<file path="src/rtl/lc_otp_prog_requester_pkg.sv">
// rtl/lc_otp_prog_requester_pkg.sv - types and constants for the LC->OTP program requester
package lc_otp_prog_requester_pkg;

    localparam int LcStateWidth         = 16;
    localparam int LcCountWidth         = 8;
    localparam int LcProgStateWidth     = 5;
    localparam int LcProgTimeoutDefault = 1024;

    typedef enum logic [LcStateWidth-1:0] {
        LcStRaw           = 16'h0000,
        LcStTestUnlocked0 = 16'h1a2b,
        LcStDev           = 16'h3c4d,
        LcStProd          = 16'h5e6f,
        LcStRma           = 16'h7081,
        LcStScrap         = 16'h92a3
    } lc_state_e;

    typedef enum logic [LcCountWidth-1:0] {
        LcCnt0 = 8'h00,
        LcCnt1 = 8'h15,
        LcCnt2 = 8'h2a,
        LcCnt3 = 8'h3f
    } lc_cnt_e;

    typedef struct packed {
        logic      req;
        lc_state_e state;
        lc_cnt_e   count;
    } lc_otp_program_req_t;

    typedef struct packed {
        logic err;
        logic ack;
    } lc_otp_program_rsp_t;

    // Pairwise Hamming distance of 3 or more between all legal codes.
    typedef enum logic [LcProgStateWidth-1:0] {
        IdleSt  = 5'b00111,
        ReqSt   = 5'b11100,
        ErrorSt = 5'b11011
    } lc_prog_req_state_e;

endpackage

</file>
<file path="src/rtl/lc_otp_prog_requester_sparse_flop.sv">
// rtl/lc_otp_prog_requester_sparse_flop.sv - state register for sparse-encoded FSMs
module lc_otp_prog_requester_sparse_flop #(
    parameter int               Width      = 5,
    parameter logic [Width-1:0] ResetValue = '0
) (
    input  logic             clk_i,
    input  logic             rst_i,
    input  logic [Width-1:0] state_d_i,
    output logic [Width-1:0] state_q_o
);

    always_ff @(posedge clk_i or posedge rst_i) begin
        if (rst_i) begin
            state_q_o <= ResetValue;
        end else begin
            state_q_o <= state_d_i;
        end
    end

endmodule

</file>
<file path="src/rtl/lc_otp_prog_requester.sv">
// rtl/lc_otp_prog_requester.sv - LC-side initiator of the OTP state-programming handshake
module lc_otp_prog_requester
    import lc_otp_prog_requester_pkg::*;
#(
    parameter int TimeoutCycles = LcProgTimeoutDefault
) (
    input  logic                    clk_i,
    input  logic                    rst_i,
    input  logic                    start_i,
    input  logic [LcStateWidth-1:0] state_i,
    input  logic [LcCountWidth-1:0] count_i,
    output lc_otp_program_req_t     otp_prog_req_o,
    input  lc_otp_program_rsp_t     otp_prog_rsp_i,
    output logic                    busy_o,
    output logic                    done_o,
    output logic                    err_o,
    output logic                    timeout_o,
    output logic                    fsm_err_o
);

    localparam int                  CntWidth = $clog2(TimeoutCycles + 1);
    localparam logic [CntWidth-1:0] CntMax   = CntWidth'(TimeoutCycles);
    // Flag is registered, so arm it one cycle early to land on the TimeoutCycles-th req cycle.
    localparam logic [CntWidth-1:0] CntArm   = CntWidth'(TimeoutCycles - 2);

    logic [LcProgStateWidth-1:0] state_raw;
    logic [LcProgStateWidth-1:0] state_d;

    logic                    accept;
    logic                    in_req;
    logic                    illegal_state;
    logic                    ack;
    logic                    spurious_ack;

    logic [LcStateWidth-1:0] prog_state_q;
    logic [LcCountWidth-1:0] prog_count_q;
    logic [CntWidth-1:0]     cnt_q;
    logic                    done_q;
    logic                    err_q;
    logic                    timeout_q;
    logic                    fsm_err_q;

    assign ack          = otp_prog_rsp_i.ack;
    assign spurious_ack = ack & ~in_req;

    always_comb begin
        state_d       = ErrorSt;
        accept        = 1'b0;
        in_req        = 1'b0;
        illegal_state = 1'b0;
        case (state_raw)
            IdleSt: begin
                state_d = IdleSt;
                if (start_i) begin
                    state_d = ReqSt;
                    accept  = 1'b1;
                end
            end
            ReqSt: begin
                in_req  = 1'b1;
                state_d = ack ? IdleSt : ReqSt;
            end
            ErrorSt: begin
                state_d       = ErrorSt;
                illegal_state = 1'b1;
            end
            default: begin
                state_d       = ErrorSt;
                illegal_state = 1'b1;
            end
        endcase
    end

    lc_otp_prog_requester_sparse_flop #(
        .Width      (LcProgStateWidth),
        .ResetValue (IdleSt)
    ) u_state_regs (
        .clk_i     (clk_i),
        .rst_i     (rst_i),
        .state_d_i (state_d),
        .state_q_o (state_raw)
    );

    always_ff @(posedge clk_i or posedge rst_i) begin
        if (rst_i) begin
            prog_state_q <= '0;
            prog_count_q <= '0;
        end else if (accept) begin
            prog_state_q <= state_i;
            prog_count_q <= count_i;
        end
    end

    // Timeout never drops req; a late ack still completes the transaction.
    always_ff @(posedge clk_i or posedge rst_i) begin
        if (rst_i) begin
            cnt_q     <= '0;
            timeout_q <= 1'b0;
        end else if (accept) begin
            cnt_q     <= '0;
            timeout_q <= 1'b0;
        end else if (in_req) begin
            if (cnt_q != CntMax) begin
                cnt_q <= cnt_q + 1'b1;
            end
            if (cnt_q >= CntArm) begin
                timeout_q <= 1'b1;
            end
        end
    end

    always_ff @(posedge clk_i or posedge rst_i) begin
        if (rst_i) begin
            done_q    <= 1'b0;
            err_q     <= 1'b0;
            fsm_err_q <= 1'b0;
        end else begin
            done_q    <= in_req & ack & ~otp_prog_rsp_i.err;
            err_q     <= in_req & ack & otp_prog_rsp_i.err;
            fsm_err_q <= fsm_err_q | spurious_ack | illegal_state;
        end
    end

    always_comb begin
        otp_prog_req_o       = '0;
        otp_prog_req_o.req   = in_req;
        otp_prog_req_o.state = lc_state_e'(prog_state_q);
        otp_prog_req_o.count = lc_cnt_e'(prog_count_q);
    end

    assign busy_o    = in_req;
    assign done_o    = done_q;
    assign err_o     = err_q;
    assign timeout_o = timeout_q;
    assign fsm_err_o = fsm_err_q;

endmodule

</file>
<file path="config.mk">
export PLATFORM = sky130hd
export DESIGN_NAME = lc_otp_prog_requester
export DESIGN_NICKNAME = d
export VERILOG_FILES = /design/src/rtl/lc_otp_prog_requester_pkg.sv /design/src/rtl/lc_otp_prog_requester_sparse_flop.sv /design/src/rtl/lc_otp_prog_requester.sv
export SDC_FILE = /design/constraint.sdc
export NUM_CORES = 1
export LEC_CHECK = 0
export ABC_CLOCK_PERIOD_IN_PS = 1650
export BUFFER_PORTS_ARGS = -buffer_cell sky130_fd_sc_hd__buf_4
export CORE_MARGIN = 2
export CORE_UTILIZATION = 35
export DETAILED_ROUTE_END_ITERATION = 6
export GPL_ROUTABILITY_DRIVEN = 0
export HOLD_SLACK_MARGIN = 0.06
export PLACE_DENSITY = 0.62
export SLEW_MARGIN = 20
export SYNTH_ARGS = -nofsm -noshare
export SYNTH_HDL_FRONTEND = slang
export SYNTH_HIERARCHICAL = 1
export SYNTH_SLANG_ARGS = --single-unit
</file>
<file path="constraint.sdc">
create_clock -name clk_i -period 1.65 [get_ports clk_i]
set_clock_uncertainty 0.2 [all_clocks]
set_input_delay 0.165 -clock clk_i [delete_from_list [all_inputs] [get_ports clk_i]]
set_output_delay 0.165 -clock clk_i [all_outputs]
set_load 0.01 [all_outputs]
</file>
Yosys cells after proc, flatten, opt, wreduce, memory -nomap -nowiden:

Cells that the tools add are included.

* $add $sub $neg: 1
* reduce and logical (&&, ||, !) cells: 6
* equal/unequal tests: 3
* $lt $le $gt $ge: 1
* muxes and demuxes: 13
* bitwise logic cells: 8

Operators with widths (count)
* two-way mux 11 bit: 3
* adder 11 x 1 -> 11 bit (second input constant): 1
* greater-or-equal comparator 11 x 10 -> 1 bit (second input constant): 1
* != test 11 bit (second input constant): 1
* two-way mux 5 bit: 2
* case mux 5 bit (2 select lines): 1
* two-way mux 1 bit: 7
* nonzero test 2 bit: 3
* == test 5 x 3 -> 1 bit (second input constant): 1
* == test 5 bit (second input constant): 1
* bitwise AND 1 bit: 4
* AND reduction 2 bit: 2
* inverter 1 bit: 2
* bitwise OR 1 bit: 2
* OR reduction 2 bit: 1

* bits of input ports: 29
* output and inout bits: 30
* register bits after elaboration: 44
* word-level logic and storage cells: 40

Logic depth before layout (Yosys ltp):

Gate-level depths: netlist of run 1.

* depth in word-level cells: 6
* gate-level depth with buffers: 6
* gate-level depth less buffers: 6

Modules after synthesis:

Netlist of run 1, hierarchy kept.

Modules (own cells, without submodules)
* lc_otp_prog_requester: cells each 194, times used 1, area each 1762.9 µm², sequential area each 975.9 µm²
* lc_otp_prog_requester_sparse_flop: cells each 6, times used 1, area each 132.6 µm², sequential area each 128.9 µm²

Worst setup path after synthesis of run 1:

Ideal clock, no wire load.

* path type: reg2reg
* from: register u_state_regs.state_q_o[0]
* to: register cnt_q[2]
* cell stages (with the launch flop): 7
* data required time: 1319 ps
* path slack: -58 ps
* clock period less this slack: 1708 ps
* library setup time: 131 ps
* arrival: 1377 ps
* path buffers: 1
* path through: dfstp_2 > and4bb_2 > buf_4 > nand2_1 > inv_1 > a31oi_1 > a211oi_1

* cells in the longest elaborated chain, start to end: 4
* elaborated cells on any way between the ends: 8
* those cells by class: 2 x eq/ne; 3 x mux; 3 x reduce/logical

Ends and longest elaborated chain
* from (decl): RTL line lc_otp_prog_requester_sparse_flop.sv:9 `output logic [Width-1:0] state_q_o`
* from (signal assigned): RTL line lc_otp_prog_requester_sparse_flop.sv:14 `state_q_o <= ResetValue;`
* from (signal assigned): RTL line lc_otp_prog_requester_sparse_flop.sv:16 `state_q_o <= state_d_i;`
* == test 5 bit: RTL line lc_otp_prog_requester.sv:51 `case (state_raw)`
* two-way mux 1 bit: RTL line lc_otp_prog_requester.sv:51
* net busy_o: RTL line lc_otp_prog_requester.sv:14 `output logic busy_o,`
* nonzero test 2 bit (no line)
* AND reduction 2 bit (no line)
* to (signal assigned): RTL line lc_otp_prog_requester.sv:104 `cnt_q <= cnt_q + 1'b1;`
* to (decl): RTL line lc_otp_prog_requester.sv:37 `logic [CntWidth-1:0] cnt_q;`

The timed path passes the listed nets, and every way through them passes these cells.
A chain may end at the register's enable or synchronous reset.

Final worst setup path of run 1:

* from: register u_state_regs.state_q_o[0]
* to: register cnt_q[10]

* cells in the longest elaborated chain, start to end: 4
* elaborated cells on any way between the ends: 8
* those cells by class: 2 x eq/ne; 3 x mux; 3 x reduce/logical

Ends and longest elaborated chain (RTL line)
* == test 5 x 3 -> 1 bit / == test 5 bit (equally long branches): lc_otp_prog_requester.sv:51
* two-way mux 1 bit: lc_otp_prog_requester.sv:51
* nonzero test 2 bit (no line)
* AND reduction 2 bit (no line)

Parallel ways exist; a longest one is shown, timed or not.

==> impl_metrics.json, run 1 <==
{
  "outcome": "finished with violations",
  "cts.clk_slew.worst_paths_ps": 80,
  "grt_pass1_wl_mm": 8.21,
  "initial_core_util": 0.366,
  "worstMarginPinSlew_ps": 499,
  "vias": 1758,
  "cts_tree": "yes",
  "setup_viol": 6,
  "worst_slack_ps": -20.1,
  "row_count": 26,
  "synth_area_um2": 1900,
  "io_buffer_count": 58,
  "post-route-util": 0.590,
  "clk_latency_ps": 280,
  "max_freq_mhz": 599,
  "antenna_found_initial": 0,
  "layout.nets": 340,
  "cts_buffer_depth": 2,
  "slew_viol_final": 0,
  "die_y_um": 77.6,
  "ys_ff_latch": 44,
  "cts.sinks": 44,
  "syn2layout_area_growth_pct": 60.9,
  "finalSetupTns_ps": -74.1,
  "synth.distinct_cells": 33,
  "ir_drop_mv": 0.547,
  "route.detailed.drc": 0,
  "die_x_um": 77.6,
  "routed_wl_mm": 4.98,
  "synth_nets": 232,
  "p_total_w": 0.00182,
  "period_share": 1.01,
  "grt_max_degree": 40,
  "timing.rr.start": "u_state_regs/state_q_o[0]$_DFF_PP1_",
  "min_period_ps": 1670,
  "io_pins": 59,
  "grt_pass1_vias": 1759,
  "maxCapViolCount": 0,
  "rsz0062_at_grt": "yes",
  "syn_avg_cell_area_um2": 9.48,
  "via_per_inst": 4.65,
  "worstSetupPathType": "reg -> reg",
  "cellLeakagePower_nw": 1.55,
  "start_kind": "register",
  "htree_levels": 2,
  "synth_cells": 200,
  "detailed_place_hpwl_mm": 2.98,
  "root_buffer": "clkbuf_8",
  "crit_fanout": 6,
  "overflow": 0,
  "ff_latch_area_um2": 1100,
  "seq_area_frac_synth": 0.583,
  "hp-class": "in -> async",
  "drt_pass1_iterations": 4,
  "dr.first_iter.drc_count": 85,
  "critPathArrivalTime_ps": 1690,
  "pre_cts_ws_ps": -68.4,
  "core_area_um2": 5170,
  "drive_above_1_share": 0.377,
  "fp.dieArea_um2": 6020,
  "violations": "negative setup slack",
  "cp-startpoint": "u_state_regs/state_q_o[0]$_DFF_PP1_",
  "fillers": 456,
  "antenna_cells": 0,
  "power_density_nw_per_um2": 596,
  "cp.required_ps": 1670,
  "wire_per_inst_um": 13.2,
  "yosys_warnings": 6,
  "cts_made_buffers": 5,
  "relSlewSlack": 0.667,
  "antenna_left": 0,
  "finalHoldViolCount": 0,
  "cp-end-kind": "register",
  "grt_usage": 0.171,
  "multiInputGateArea_um2": 808
}
where the power goes:
group	total (W)	switching, W	leakage [nW]	internal [W]
clock	0.000613	0.000325	0.0410	0.000288
sequential	0.00108	0	0.531	0.00108
combinational	0.000128	0.0000424	0.975	0.0000854
total	0.00182	0.000368	1.55	0.00145
cell usage after synthesis:
cell type	count	area, um2
nor2_1	11	41.3
o211ai_1	2	15.0
buf_4	3	22.5
o21a_1	1	7.51
and3_1	2	12.5
o21ai_0	3	15.0
nand2_2	1	6.26
and4bb_1	1	12.5
dfrtp_1	41	1030
a21oi_1	5	25.0
ha_1	3	37.5
and2_1	3	18.8
or4_1	2	15.0
dfstp_2	3	78.8
xor2_1	5	43.8
and3_2	2	15.0
buf_6	1	11.3
nand3_1	5	25.0
and3_4	1	11.3
clkbuf_1	4	15.0
and4bb_2	1	12.5
nor4b_1	1	8.76
buf_2	1	5.00
nand4_1	5	31.3
o31ai_1	1	7.51
a31oi_1	1	6.26
nor2b_1	1	6.26
a211oi_1	1	7.51
nand2_1	79	297
o2111ai_1	1	8.76
inv_1	6	22.5
mux2i_1	1	10.0
and4_1	2	17.5
layout make-up:
class,count,share of cell area
Clock buffer,6,0.0238
Clock inverter,1,0.00164
Inverter,6,0.00821
Multi-Input combinational cell,141,0.265
Sequential cell,44,0.362
Tap cell,70,0.0287
Timing Repair Buffer,110,0.310
timing repair:
item / in CTS / in global routing
pin swaps: 7 / 10
endpoints found under the hold margin: 75 / 0
resized for setup: 7 / 22
setup endpoints to repair: 6 / 16
setup buffers: 7 / 2
gates cloned: 0 / 0
hold buffers: 27 / 0
cells in the final DEF (no fill, tap or decap), types with 2 or more instances in the layout:
cell type and instances:
a21oi_1 2, a21oi_2 3, and2_1 2, and3_1 2, and3_2 2, buf_12 3
buf_4 76, buf_6 4, clkbuf_8 5, dfrtp_1 41, dfstp_2 3, dlygate4sd3_1 27
ha_4 2, inv_1 4, nand2_1 78, nand3_1 3, nand3_2 2, nand4_1 5
nor2_1 11, o211ai_1 2, o21ai_2 2, xor2_1 5
per-stage QoR:
step / hold WS [ps] / instances / cell area, um2
finish: 139 / 378 / 3050
global route: 145 / 378 / 3050
CTS: 133 / 377 / 2950
detailed placement: -119 / 336 / 2530
global placement: -122 / 336 / 2530
floorplan: -259 / 200 / 1900
registers in the layout, indices dropped and copies added, names as in the netlist:
name	flops
cnt_q	11
done_o	1
err_o	1
fsm_err_o	1
prog_count_q	8
prog_state_q	16
timeout_o	1
u_state_regs/state_q_o	5
logic make-up after synthesis:
kind of cell             synth area share
flip-flops                          0.583
multiplexers                      0.00528
adder cells (fa/ha/maj)            0.0198
buffers and inverters              0.0403
XOR/XNOR                           0.0231
AND/OR/NAND/NOR                     0.280
AO/OA/AOI/OAI                      0.0488
critical path, stage by stage, from the launching register on:
cell and delay [ps]:
dfstp_2 370, and4bb_4 390, nand2_1 80, or4_4 420, a21oi_2 150
path summary, 6_finish.rpt:
| kind | to | slack, ps | cells past startpoint |
|---|---|---|---|
| worst min-delay path | u_state_regs/state_q_o[4]$_DFF_PP0_ | 140 | 3 |
| worst min register to register | prog_count_q[4]$_DFFE_PP0P_ | 280 | 2 |
| max in group asynchronous | prog_state_q[5]$_DFFE_PP0P_ | 530 | 4 |
| worst max-delay path | cnt_q[10]$_DFFE_PP0P_ | -20 | 4 |
| worst max register to register | cnt_q[10]$_DFFE_PP0P_ | -20 | 4 |
| min in group clk_i | cnt_q[9]$_DFFE_PP0P_ | 180 | 4 |
layer usage:
metal	part of all wire	wire length, um	global-route usage
met5	0	0	0
met4	0.016	80	0.0554
met3	0.036	180	0.0419
met2	0.52	2610	0.297
met1	0.42	2110	0.208
Note: power is estimated with default switching activity, not from simulation.
==> inputs of run 2 (changes only) <==
- CTS_BUF_LIST: default -> sky130_fd_sc_hd__clkbuf_4 sky130_fd_sc_hd__clkbuf_8 sky130_fd_sc_hd__clkbuf_16
==> run 2 against run 1 <==
  * Hold slack about the same
  * Clock power up 3%
  * Largest cell class unchanged
  * First-iteration DRC count unchanged
  * Sequential cell count unchanged
  * Combinational power about the same
  * Utilization up 0.072 points
  * The run still ends with negative setup slack left
  * Design area up 0.12%
  * Maximum frequency about the same
  * Largest power group unchanged
  * Critical path type unchanged
==> impl_metrics.json, run 2 (synthesized netlist as in run 1, its figures left out) <==
{
  "power_density_nw_per_um2": 601,
  "relSlewSlack": 0.667,
  "cp.required_ps": 1670,
  "antenna_found_initial": 0,
  "outcome": "finished with violations",
  "row_count": 26,
  "largest_reg_flops": 16,
  "cts_made_buffers": 5,
  "min_period_ps": 1670,
  "maxCapViolCount": 0,
  "via_per_inst": 4.65,
  "worstSetupPathType": "reg -> reg",
  "crit_fanout": 6,
  "layout.nets": 340,
  "cts.sinks": 44,
  "finalHoldViolCount": 0,
  "die_y_um": 77.6,
  "cts.clk_slew.worst_paths_ps": 80,
  "cts_buffer_depth": 2,
  "cellLeakagePower_nw": 1.55,
  "antenna_left": 0,
  "fp.dieArea_um2": 6020,
  "drive_above_1_share": 0.380,
  "setup_viol": 6,
  "slew_viol_final": 0,
  "pre_cts_ws_ps": -68.4,
  "cts_tree": "yes",
  "stdcell_area_um2": 3050,
  "grt_max_degree": 40,
  "antenna_cells": 0,
  "initial_core_util": 0.366,
  "cp-end-kind": "register",
  "detailed_place_hpwl_mm": 2.98,
  "start_kind": "register",
  "grt_pass1_vias": 1759,
  "mostFrequentLayoutCell": "nand2_1",
  "top_register": "prog_state_q",
  "worst_slack_ps": -20.1,
  "wire_per_inst_um": 13.2,
  "dr.first_iter.drc_count": 85,
  "period_share": 1.01,
  "routed_wl_mm": 4.98,
  "dp_cells": 336,
  "reg.largest.list": "prog_state_q: 16 flops, cnt_q: 11 flops, prog_count_q: 8 flops",
  "rsz0062_at_grt": "yes",
  "route.detailed.drc": 0,
  "syn2layout_area_growth_pct": 61.1,
  "final-instance-count-excl-fill": 378,
  "grt_usage": 0.171,
  "die_x_um": 77.6,
  "io_pins": 59,
  "vias": 1758,
  "htree_levels": 2,
  "worstMarginPinSlew_ps": 499,
  "clk_latency_ps": 280,
  "root_buffer": "clkbuf_8",
  "critPathArrivalTime_ps": 1690,
  "drt_pass1_iterations": 4,
  "ir_drop_mv": 0.548,
  "core_area_um2": 5170,
  "violations": "negative setup slack",
  "grt_pass1_wl_mm": 8.21,
  "max_freq_mhz": 599,
  "place_area_um2": 2530,
  "io_buffer_count": 58,
  "hp-class": "in -> async",
  "final_cell_mix": "nand2_1 (78), buf_4 (76), dfrtp_1 (41)",
  "overflow": 0
}
## run 2: cell count changes in the layout (fill, tap and decap cells not counted)
cell / change
clkbuf_4: +1
clkbuf_1: -1
## run 2: per-stage QoR
stage / total power [W] / setup TNS (ps) / utilization / hold WS [ps]
CTS: 0.00187 / -72.4 / 0.571 / 133
global placement: 0.00118 / -55.8 / 0.489 / -122
finish: 0.00184 / -74.4 / 0.590 / 139
floorplan: 0.00112 / -14.0 / - / -259
global route: 0.00192 / -478 / 0.590 / 145
detailed placement: 0.00118 / -99.9 / 0.489 / -119
## run 2: path summary, 6_finish.rpt
check / start / slack (ps) / cells past startpoint / endpoint
setup / recovery: u_state_regs/state_q_o[0]$_DFF_PP1_ / -20 / 4 / cnt_q[10]$_DFFE_PP0P_
hold / removal: rst_i / 140 / 3 / u_state_regs/state_q_o[4]$_DFF_PP0_
setup reg to reg: u_state_regs/state_q_o[0]$_DFF_PP1_ / -20 / 4 / cnt_q[10]$_DFFE_PP0P_
hold reg to reg: prog_count_q[4]$_DFFE_PP0P_ / 280 / 2 / prog_count_q[4]$_DFFE_PP0P_
max in group asynchronous: rst_i / 530 / 4 / prog_state_q[5]$_DFFE_PP0P_
min in group clk_i: start_i / 180 / 4 / cnt_q[9]$_DFFE_PP0P_
## run 2: power breakdown
group          leakage [nW]  switching (W)  internal [W]  total, W
registers             0.531              0       0.00108   0.00108
clock network        0.0445       0.000325      0.000304  0.000630
logic                 0.975      0.0000424     0.0000854  0.000128
total                  1.55       0.000368       0.00147   0.00184
## run 2: critical path: stages (launching register included)
cell and delay (ps):
dfstp_2 370, and4bb_4 390, nand2_1 80, or4_4 420
a21oi_2 150
## run 2: timing repair
action / in CTS / in global routing
gates resized for setup: 7 / 22
buffers inserted: 7 / 2
hold endpoints to repair: 75 / 0
setup endpoints to repair: 6 / 16
pin swaps: 7 / 10
hold buffers: 27 / 0
## run 2: layer usage
layer  global-route usage  routed length [um]  vias to the layer above  part of all wire
met1                0.208                2110                      851              0.42
met3               0.0419                 180                        8             0.036
met2                0.297                2610                       38              0.52
li1                     -                   -                      861                 -
met4               0.0554                  80                        0             0.016
met5                    0                   0                        -                 0
## run 2: layout make-up
type	instances	area (um2)
multi-input combinational	141	808
inverter	6	25.0
tap	70	87.6
timing repair buffer	110	946
clock buffer	6	76.3
fill	457	2120
clock inverter	1	5.00
sequential	44	1100
==> inputs of run 3 (changes only) <==
- BUFFER_PORTS_ARGS: -buffer_cell sky130_fd_sc_hd__buf_4 -> default
- CTS_BUF_LIST: sky130_fd_sc_hd__clkbuf_4 sky130_fd_sc_hd__clkbuf_8 sky130_fd_sc_hd__clkbuf_16 -> default
- DONT_BUFFER_PORTS: default -> 1
- PLACE_DENSITY: 0.62 -> 0.53
==> run 3 against run 2 <==
  * The run still ends with negative setup slack left
  * Register-to-register slack got worse by 20 ps
  * Sequential cell count unchanged
  * Die area unchanged
  * Total power decreased by 0.31%
  * Setup slack got worse by 23 ps
  * Hold slack improved by 60 ps
  * Cell count decreased by 12%
  * Sequential power about the same
  * Clock power increased by 4.1%
  * Combinational power decreased by 25%
  * Non-clock buffer count decreased by 46
  * Highest routed layer unchanged
==> impl_metrics.json, run 3 (synthesized netlist as in run 1, its figures left out) <==
{
  "core_area_um2": 5170,
  "cts_made_buffers": 5,
  "grt_pass1_vias": 1641,
  "routed_wl_mm": 5.20,
  "initial_core_util": 0.366,
  "period_share": 1.03,
  "grt_pass1_wl_mm": 7.69,
  "final-instance-count-excl-fill": 333,
  "die_x_um": 77.6,
  "worstSetupPathType": "reg -> reg",
  "detailed_place_hpwl_mm": 2.83,
  "drt_pass1_iterations": 4,
  "cp-end-kind": "register",
  "layout.nets": 294,
  "grt_max_degree": 40,
  "grt_usage": 0.160,
  "antenna_found_initial": 0,
  "finalHoldViolCount": 0,
  "cts.sinks": 44,
  "antenna_cells": 0,
  "top_register": "prog_state_q",
  "cp.required_ps": 1680,
  "start_kind": "register",
  "overflow": 0,
  "cts.clk_slew.worst_paths_ps": 80,
  "antenna_left": 0,
  "dr.first_iter.drc_count": 76,
  "whs_ps": 200,
  "die_y_um": 77.6,
  "maxCapViolCount": 0,
  "cts_buffer_depth": 2,
  "final_cell_mix": "dfrtp_1 (41), nand2_1 (39), dlygate4sd3_1 (30)",
  "via_per_inst": 4.83,
  "htree_levels": 2,
  "rsz0062_at_grt": "yes",
  "mostFrequentLayoutCell": "dfrtp_1",
  "critPathArrivalTime_ps": 1720,
  "max_freq_mhz": 590,
  "vias": 1607,
  "crit_fanout": 4,
  "min_period_ps": 1690,
  "slew_viol_final": 0,
  "worstMarginPinSlew_ps": 494,
  "wire_per_inst_um": 15.6,
  "worst_slack_ps": -43.6,
  "dp_cells": 280,
  "relSlewSlack": 0.671,
  "outcome": "finished with violations",
  "io_pins": 59,
  "row_count": 26,
  "io_buffer_count": 0,
  "p_total_w": 0.00183,
  "setup_viol": 11,
  "reg.largest.list": "prog_state_q: 16 flops, cnt_q: 11 flops, prog_count_q: 8 flops",
  "fp.dieArea_um2": 6020,
  "ir_drop_mv": 0.386,
  "rrSetupSlack_ps": -40,
  "fillers": 434,
  "power_density_nw_per_um2": 629,
  "largest_reg_flops": 16,
  "root_buffer": "clkbuf_8",
  "cts_tree": "yes",
  "cellLeakagePower_nw": 1.44,
  "hp-class": "in -> async",
  "violations": "negative setup slack",
  "post-route-util": 0.562,
  "route.detailed.drc": 0,
  "clk_latency_ps": 290,
  "syn2layout_area_growth_pct": 53.3,
  "drive_above_1_share": 0.411
}
## run 3: worst paths after layout
kind / depth (start not counted) / end / start
setup / recovery: 5 / cnt_q[9]$_DFFE_PP0P_ / cnt_q[10]$_DFFE_PP0P_
setup reg to reg: 5 / cnt_q[9]$_DFFE_PP0P_ / cnt_q[10]$_DFFE_PP0P_
hold reg to reg: 2 / fsm_err_o$_DFF_PP0_ / fsm_err_o$_DFF_PP0_
hold / removal: 2 / u_state_regs/state_q_o[0]$_DFF_PP1_ / rst_i
min in group clk_i: 3 / prog_state_q[14]$_DFFE_PP0P_ / state_i[14]
max in group asynchronous: 3 / u_state_regs/state_q_o[3]$_DFF_PP0_ / rst_i
## run 3: power breakdown
part	leakage, nW	switching, W	total (W)	internal (W)
registers	0.531	0	0.00108	0.00108
logic	0.868	0.0000456	0.0000964	0.0000507
clock network	0.0424	0.000353	0.000656	0.000303
## run 3: routing by layer
metal	routed length, um	up-vias	track usage
met5	0	-	0
met4	32	0	0.0375
met3	224	5	0.0384
met2	2700	37	0.271
met1	2240	793	0.207
li1	-	772	-
## run 3: area by class of cell
| cell class | instances | area, um2 | area share |
|---|---|---|---|
| multi-input combinational | 141 | 985 | 0.339 |
| sequential | 44 | 1100 | 0.380 |
| inverter | 6 | 22.5 | 0.00775 |
| clock inverter | 1 | 8.76 | 0.00301 |
| clock buffer | 7 | 76.3 | 0.0263 |
| timing repair buffer | 64 | 622 | 0.214 |
| tap | 70 | 87.6 | 0.0301 |
## run 3: critical path, cell delays in order, from the launching register on
cell and delay (ps):
dfrtp_1 410, nor4b_2 170, buf_4 130, and4_4 190, or4_1 470, nand2_1 70
## run 3: repair_timing
item                       CTS  global route
setup endpoints to repair    5            38
hold buffers                29             1
setup buffers                7             7
hold endpoints to repair    77             2
cloned                       0             3
pin swaps                   14            48
gates resized for setup     12            73
## run 3: metrics by stage
step	worst slack (ps)	cell area (um2)	TNS [ps]
finish	-43.6	2910	-142
global route	-81.6	2910	-1490
CTS	-27.1	2550	-77.8
detailed placement	-62.5	2080	-73.1
global placement	-26.7	2080	-26.7
floorplan	-8.47	1900	-14.0
